[config.mk]
export PLATFORM = sky130hd
export DESIGN_NAME = dut_stim_sequencer
export DESIGN_NICKNAME = d
export VERILOG_FILES = /design/src/rtl/dut_seq_pkg.sv /design/src/rtl/dut_seq_rsp_serializer.sv /design/src/rtl/dut_stim_sequencer.sv
export SDC_FILE = /design/constraint.sdc
export NUM_CORES = 1
export LEC_CHECK = 0
export ABC_AREA = 0
export CAP_MARGIN = 20
export CELL_PAD_IN_SITES_DETAIL_PLACEMENT = 0
export CELL_PAD_IN_SITES_GLOBAL_PLACEMENT = 1
export CORE_AREA = 2 2 191 193
export CTS_CLUSTER_DIAMETER = 120
export DETAILED_ROUTE_END_ITERATION = 10
export DIE_AREA = 0 0 193 195
export PLACE_DENSITY = 0.77
export SLEW_MARGIN = 20
export SYNTH_ARGS = -nofsm -noshare
export SYNTH_HDL_FRONTEND = slang
export SYNTH_SLANG_ARGS = --single-unit
[constraint.sdc]
create_clock -name clk_i -period 1.8 [get_ports clk_i]
set_input_delay 0.18 -clock clk_i [delete_from_list [all_inputs] [get_ports clk_i]]
set_output_delay 0.18 -clock clk_i [all_outputs]
set_load 0.05 [all_outputs]
[src/rtl/dut_seq_pkg.sv]
// Shared types and defaults for the stimulus sequencer slice.
// Optional feature macro used by the top: DUT_SEQ_SIGNATURE_EN.
package dut_seq_pkg;

  localparam int WORD_W_DEF        = 32;
  localparam int NUM_WORDS_DEF     = 3;
  localparam int SETTLE_CYCLES_DEF = 2;

  // Width of an index able to address n items; never narrower than one bit.
  function automatic int idx_width(input int n);
    return (n > 1) ? $clog2(n) : 1;
  endfunction

  localparam int IDX_W_DEF = idx_width(NUM_WORDS_DEF);

  typedef enum logic [1:0] {
    IDLE   = 2'd0,
    SETTLE = 2'd1,
    STREAM = 2'd2
  } state_e;

  typedef logic [IDX_W_DEF-1:0] word_idx_t;

endpackage

[src/rtl/dut_seq_rsp_serializer.sv]
// Response stage: captures the packed DUT output in one shot and streams it
// back one word at a time over a valid/ready handshake. Word k of the
// capture is bits [k*WORD_W +: WORD_W].
module dut_seq_rsp_serializer
  import dut_seq_pkg::*;
#(
  parameter int WORD_W    = WORD_W_DEF,
  parameter int NUM_WORDS = NUM_WORDS_DEF,
  parameter int IDX_W     = idx_width(NUM_WORDS_DEF)
) (
  input  logic                        clk_i,
  input  logic                        rst_ni,
  input  logic                        capture_i,
  input  logic [NUM_WORDS*WORD_W-1:0] cap_data_i,
  input  logic                        rsp_ready_i,
  output logic                        rsp_valid_o,
  output logic [IDX_W-1:0]            rsp_idx_o,
  output logic [WORD_W-1:0]           rsp_data_o,
  output logic                        rsp_last_o,
  output logic                        rsp_done_o
);

  localparam logic [IDX_W-1:0] LAST_IDX = IDX_W'(NUM_WORDS - 1);

  logic [NUM_WORDS*WORD_W-1:0] r_cap;
  logic                        r_valid;
  logic [IDX_W-1:0]            r_idx;
  logic                        w_hs;
  logic                        w_at_last;
  logic [WORD_W-1:0]           w_data;

  assign w_hs      = r_valid & rsp_ready_i;
  assign w_at_last = (r_idx == LAST_IDX);

  // Capture the response, then advance the word index on every handshake.
  always_ff @(posedge clk_i or negedge rst_ni) begin
    if (!rst_ni) begin
      r_cap   <= '0;
      r_valid <= 1'b0;
      r_idx   <= '0;
    end else if (capture_i) begin
      r_cap   <= cap_data_i;
      r_valid <= 1'b1;
      r_idx   <= '0;
    end else if (w_hs) begin
      if (w_at_last) begin
        r_valid <= 1'b0;
        r_idx   <= '0;
      end else begin
        r_idx   <= r_idx + 1'b1;
      end
    end
  end

  // Select the captured word addressed by the current index (one-hot OR mux).
  always_comb begin
    w_data = '0;
    for (int k = 0; k < NUM_WORDS; k++) begin
      w_data = w_data | ({WORD_W{r_idx == IDX_W'(k)}} & r_cap[k*WORD_W +: WORD_W]);
    end
  end

  assign rsp_valid_o = r_valid;
  assign rsp_idx_o   = r_idx;
  assign rsp_data_o  = w_data;
  assign rsp_last_o  = w_at_last;
  assign rsp_done_o  = w_hs & w_at_last;

endmodule

[src/rtl/dut_stim_sequencer.sv]
// Stimulus sequencer: stages NUM_WORDS input words, applies them as one packed
// vector to the DUT under fuzz, waits SETTLE_CYCLES, captures the packed
// response and streams it back word by word.
// Optional feature: define DUT_SEQ_SIGNATURE_EN to add the sig_o response
// signature (rotate-left-by-one then XOR with each accepted response word).
module dut_stim_sequencer
  import dut_seq_pkg::*;
#(
  parameter  int WORD_W        = WORD_W_DEF,
  parameter  int NUM_WORDS     = NUM_WORDS_DEF,
  parameter  int SETTLE_CYCLES = SETTLE_CYCLES_DEF,
  localparam int IDX_W         = idx_width(NUM_WORDS)
) (
  input  logic                        clk_i,
  input  logic                        rst_ni,
  input  logic                        wr_valid_i,
  output logic                        wr_ready_o,
  input  logic [IDX_W-1:0]            wr_idx_i,
  input  logic [WORD_W-1:0]           wr_data_i,
  input  logic                        start_i,
  output logic                        busy_o,
  output logic [NUM_WORDS*WORD_W-1:0] dut_in_o,
  input  logic [NUM_WORDS*WORD_W-1:0] dut_out_i,
  output logic                        rsp_valid_o,
  input  logic                        rsp_ready_i,
  output logic [IDX_W-1:0]            rsp_idx_o,
  output logic [WORD_W-1:0]           rsp_data_o,
  output logic                        rsp_last_o
`ifdef DUT_SEQ_SIGNATURE_EN
  ,
  output logic [WORD_W-1:0]           sig_o
`endif
);

  localparam int VEC_W = NUM_WORDS * WORD_W;
  localparam int CNT_W = idx_width(SETTLE_CYCLES + 1);

  state_e            r_state;
  logic [VEC_W-1:0]  r_staging;
  logic [VEC_W-1:0]  r_dut_in;
  logic [CNT_W-1:0]  r_cnt;
  logic [VEC_W-1:0]  w_staging_next;
  logic              w_wr_en;
  logic              w_capture;
  logic              w_rsp_done;

  // Writes are only taken while idle; out-of-range slots match no word.
  assign w_wr_en   = wr_valid_i & (r_state == IDLE);
  assign w_capture = (r_state == SETTLE) && (r_cnt == '0);

  // Staging image after this cycle's write, so a same-cycle start sees it.
  always_comb begin
    w_staging_next = r_staging;
    for (int k = 0; k < NUM_WORDS; k++) begin
      w_staging_next[k*WORD_W +: WORD_W] =
        (w_wr_en && (wr_idx_i == IDX_W'(k))) ? wr_data_i : r_staging[k*WORD_W +: WORD_W];
    end
  end

  // Sequencing FSM: apply vector, count settle time, wait for stream to finish.
  always_ff @(posedge clk_i or negedge rst_ni) begin
    if (!rst_ni) begin
      r_state   <= IDLE;
      r_staging <= '0;
      r_dut_in  <= '0;
      r_cnt     <= '0;
    end else begin
      r_staging <= w_staging_next;
      case (r_state)
        IDLE: begin
          if (start_i) begin
            r_dut_in <= w_staging_next;
            r_cnt    <= CNT_W'(SETTLE_CYCLES);
            r_state  <= SETTLE;
          end
        end
        SETTLE: begin
          if (r_cnt != '0) begin
            r_cnt <= r_cnt - 1'b1;
          end else begin
            r_state <= STREAM;
          end
        end
        STREAM: begin
          if (w_rsp_done) begin
            r_state <= IDLE;
          end
        end
        default: begin
          r_state <= IDLE;
        end
      endcase
    end
  end

  dut_seq_rsp_serializer #(
    .WORD_W    (WORD_W),
    .NUM_WORDS (NUM_WORDS),
    .IDX_W     (IDX_W)
  ) u_rsp (
    .clk_i       (clk_i),
    .rst_ni      (rst_ni),
    .capture_i   (w_capture),
    .cap_data_i  (dut_out_i),
    .rsp_ready_i (rsp_ready_i),
    .rsp_valid_o (rsp_valid_o),
    .rsp_idx_o   (rsp_idx_o),
    .rsp_data_o  (rsp_data_o),
    .rsp_last_o  (rsp_last_o),
    .rsp_done_o  (w_rsp_done)
  );

`ifdef DUT_SEQ_SIGNATURE_EN
  logic [WORD_W-1:0] r_sig;
  logic              w_rsp_hs;

  assign w_rsp_hs = rsp_valid_o & rsp_ready_i;

  // Fold every accepted response word into the running signature.
  always_ff @(posedge clk_i or negedge rst_ni) begin
    if (!rst_ni) begin
      r_sig <= '0;
    end else if (w_rsp_hs) begin
      r_sig <= {r_sig[WORD_W-2:0], r_sig[WORD_W-1]} ^ rsp_data_o;
    end
  end

  assign sig_o = r_sig;
`endif

  assign dut_in_o   = r_dut_in;
  assign busy_o     = (r_state != IDLE);
  assign wr_ready_o = (r_state == IDLE);

endmodule

==> impl_metrics.env <==
export IMPL_crit_path_start_kind="register"
export IMPL_switching_share_pct=42.0
export IMPL_cts_buffer_depth=3
export IMPL_synthAdderAreaFrac_pct=0.198
export IMPL_cts_buffers=35
export IMPL_p_seq_share_pct=26.6
export IMPL_stdcell_area_um2=21300
export IMPL_grt_first_pass_wirelength_um=63000
export IMPL_htreeDepth=2
export IMPL_antenna_found_initial=5
export IMPL_critPathMaxStageDelay_ns=0.47
export IMPL_comb_power_share_pct=56.8
export IMPL_relSlewSlack_pct=65.3
export IMPL_cpMaxStageDelayCell="dfrtp_2"
export IMPL_clock_latency_ns=0.52
export IMPL_ioPinCount=269
export IMPL_cp_max_fo=6
export IMPL_dr_pass1_iters=5
export IMPL_crit_path_cell_trace="buf_12 -> clkbuf_16 -> mux2i_2 -> o21ai_4 -> buf_12"
export IMPL_p_leak_nw=9.11
export IMPL_start_util_pct=35.8
export IMPL_grtUsageTotal_pct=21.5
export IMPL_yosysTopAreaCell="dfrtp_1"
export IMPL_powerDensity_nw_per_um2=2130
export IMPL_status="complete, but fails checks"
export IMPL_final_cell_mix="dfrtp_1, clkdlybuf4s50_1, o211ai_1"
export IMPL_synthMuxAreaShare_pct=14.0
export IMPL_p_int_mw=26.3
export IMPL_placed_area_um2=17000
export IMPL_setup_slack_ns=-0.179
export IMPL_synthSimpleGateAreaFrac_pct=5.98
export IMPL_critical_path_class="reg -> out"
export IMPL_rsz0062_at_grt="yes"
export IMPL_synthCells=1141
export IMPL_syn_area_um2=12700
export IMPL_power_switching_mw=19.1
export IMPL_worst_slew_pin_slew_ns=0.522
export IMPL_synth_top_cell_area_share_pct=58.3
export IMPL_drt_iter0_drc=643
export IMPL_die_x_um=193
export IMPL_tritoncts="done"
export IMPL_holdPathStages=3
export IMPL_portBuffers=268
export IMPL_yosys_warnings=0
export IMPL_grt_max_degree=64
export IMPL_grt_pass1_vias=10812
export IMPL_ys_seq_area_share_pct=58.3
export IMPL_end_kind="output pin"
export IMPL_finalHoldViolCount=0
export IMPL_setup_viol=245
export IMPL_ant_nets=0
export IMPL_via_per_inst=5.51
export IMPL_hold_class="in -> reg"
export IMPL_max_freq_ghz=0.505
export IMPL_yosys_area_share_xor_xnor_pct=0
export IMPL_dpl_hpwl_um=25800
export IMPL_syn_to_final_growth_pct=68.0
export IMPL_final_max_slew_viol_count=0
export IMPL_coreArea_um2=35400
export IMPL_grt_overflow=0
export IMPL_cts_num_sinks=295
export IMPL_ir_worst_vdd_uv=1580
export IMPL_path_common_cell="buf_12"
export IMPL_num_vias=10967
export IMPL_required_ns=1.62
export IMPL_num_rows=69
export IMPL_synth_cell_types=29
export IMPL_pwr_share_clk_pct=16.6
export IMPL_drive_above_1_share_pct=38.8
export IMPL_p_total_mw=45.4
export IMPL_period_needed_ns=1.98
export IMPL_syn_nets=1278
export IMPL_clk_pin_slew_ns=0.06
export IMPL_fin_crit_sh_pct=110
export IMPL_layout_commonest_cell="dfrtp_1"
export IMPL_place_gp_congestion=0.800
export IMPL_avgRoutedWirePerCell_um=23.9
export IMPL_fin_skew_ns=0.0182
export IMPL_synth_top_family_by_area="compound AO/OA/AOI/OAI gates"
export IMPL_avgSynthCellArea_um2=11.1
export IMPL_die_h_um=195
export IMPL_max_cap_violations=0
export IMPL_totalWireLength_um=47500
export IMPL_cts_root_buf="clkbuf_16"
export IMPL_pre_cts_slack_ns=-0.437
export IMPL_timing_hold_ws_ns=0.166
export IMPL_r2r_cells=8
export IMPL_synth_compound_area_share_pct=17.2
export IMPL_synth_seq_cells=295
export IMPL_violations="negative setup slack"
export IMPL_fillCellCount=2731
export IMPL_final_nets=1643
export IMPL_synthTopCellsByArea="dfrtp_1, mux2_2, o211ai_1"
export IMPL_die_area_um2=37600
export IMPL_cp_arrival_ns=1.80
export IMPL_drcViolationCount=0
## power by group through the flow
| stage | Combinational [mW] | Clock, mW | Sequential, mW |
|---|---|---|---|
| 2_1_floorplan | 9.61 | 0 | 14.7 |
| 6_report | 25.8 | 7.54 | 12.1 |
| 5_1_grt | 27.0 | 7.92 | 12.4 |
| 3_5_place_dp | 21.3 | 0 | 11.8 |
| 4_1_cts | 22.3 | 7.64 | 11.9 |
| 3_3_place_gp | 21.0 | 0 | 11.7 |
## repair_timing
action,CTS,global route
buffers inserted,13,31
gates resized for setup,170,309
hold buffers,1,0
pin swaps,12,104
cloned,12,41
endpoints found under the setup margin,306,237
endpoints found under the hold margin,53,0
## stage by stage
step | setup TNS (ns) | utilization, % | instances
6_report | -17.89 | 60.1 | 1992
3_5_place_dp | -49.78 | 47.9 | 1833
4_1_cts | -8.07 | 53.2 | 1918
2_1_floorplan | -0.0456 | - | 1141
5_1_grt | -37.46 | 60.1 | 1990
3_3_place_gp | -41.60 | 47.9 | 1833
## Yosys cell counts
library cell / count
dfrtp_1: 295
o21ai_0: 160
nand2_1: 133
mux2_2: 128
o211ai_1: 128
clkbuf_1: 73
inv_1: 37
nor2_1: 36
a21oi_1: 35
a31oi_1: 33
mux2i_1: 33
buf_2: 26
o21ai_1: 4
nand2b_1: 3
ha_1: 2
nor2b_1: 2
a21o_1: 1
a22o_1: 1
and2_1: 1
buf_4: 1
nand2_2: 1
nand4b_1: 1
nor3_1: 1
nor3b_1: 1
nor4b_4: 1
or2_1: 1
or3b_1: 1
or3b_2: 1
or4b_1: 1
## cell type report
| class | count | area (um^2) | area share [%] |
|---|---|---|---|
| Antenna cell | 3 | 7.51 | 0.0353 |
| Sequential cell | 295 | 7390 | 34.7 |
| Multi-Input combinational cell | 712 | 6390 | 30.0 |
| Tap cell | 461 | 577 | 2.71 |
| Timing Repair Buffer | 425 | 5560 | 26.1 |
| Clock buffer | 49 | 1000 | 4.70 |
| Clock inverter | 10 | 215 | 1.01 |
| Inverter | 37 | 139 | 0.653 |
## sequential cells by signal, summed over array words and instances (netlist names)
| signal | count |
|---|---|
| dut_in_o | 96 |
| r_staging | 96 |
| u_rsp.r_cap | 96 |
| r_cnt | 2 |
| r_state | 2 |
| u_rsp.rsp_idx_o | 2 |
| u_rsp.rsp_valid_o | 1 |
## final timing paths
| check | to | slack (ns) | startpoint |
|---|---|---|---|
| worst max-delay path | rsp_data_o[7] | -0.18 | u_rsp.rsp_idx_o[0]$_DFFE_PN0P_ |
| worst min-delay path | dut_in_o[60]$_DFFE_PN0P_ | 0.17 | wr_idx_i[0] |
| worst max register to register | r_staging[3]$_DFF_PN0_ | -0.14 | r_state[0]$_DFFE_PN0P_ |
| worst min register to register | r_staging[48]$_DFF_PN0_ | 0.49 | r_staging[48]$_DFF_PN0_ |
| max in group asynchronous | r_staging[42]$_DFF_PN0_ | 0.86 | rst_ni |
| min in group asynchronous | u_rsp.r_cap[66]$_DFFE_PN0P_ | 0.18 | rst_ni |
## layer usage
layer  global-route usage [%]  wire length (um)  vias up
met2                     34.9             23000      441
met1                     28.5             19500     5613
met5                        0                28        -
li1                         -                 -     4832
met4                     5.50              1120        4
met3                     5.52              3850       77
## worst max-delay path: cells and delay by family, from the launching register on
family                 cells  cell delay, ns
buffers and inverters      3            0.48
muxes                      1            0.17
AOI/OAI and AO/OA          1            0.17
DFF                        1            0.47
## kinds of logic after synthesis
family	Yosys count
AOI/OAI and AO/OA	362
DFF	295
and+or+nand+nor	184
muxes	161
buffers and inverters	137
adders and majority gates	2
Power figures use the tool's default switching activity.
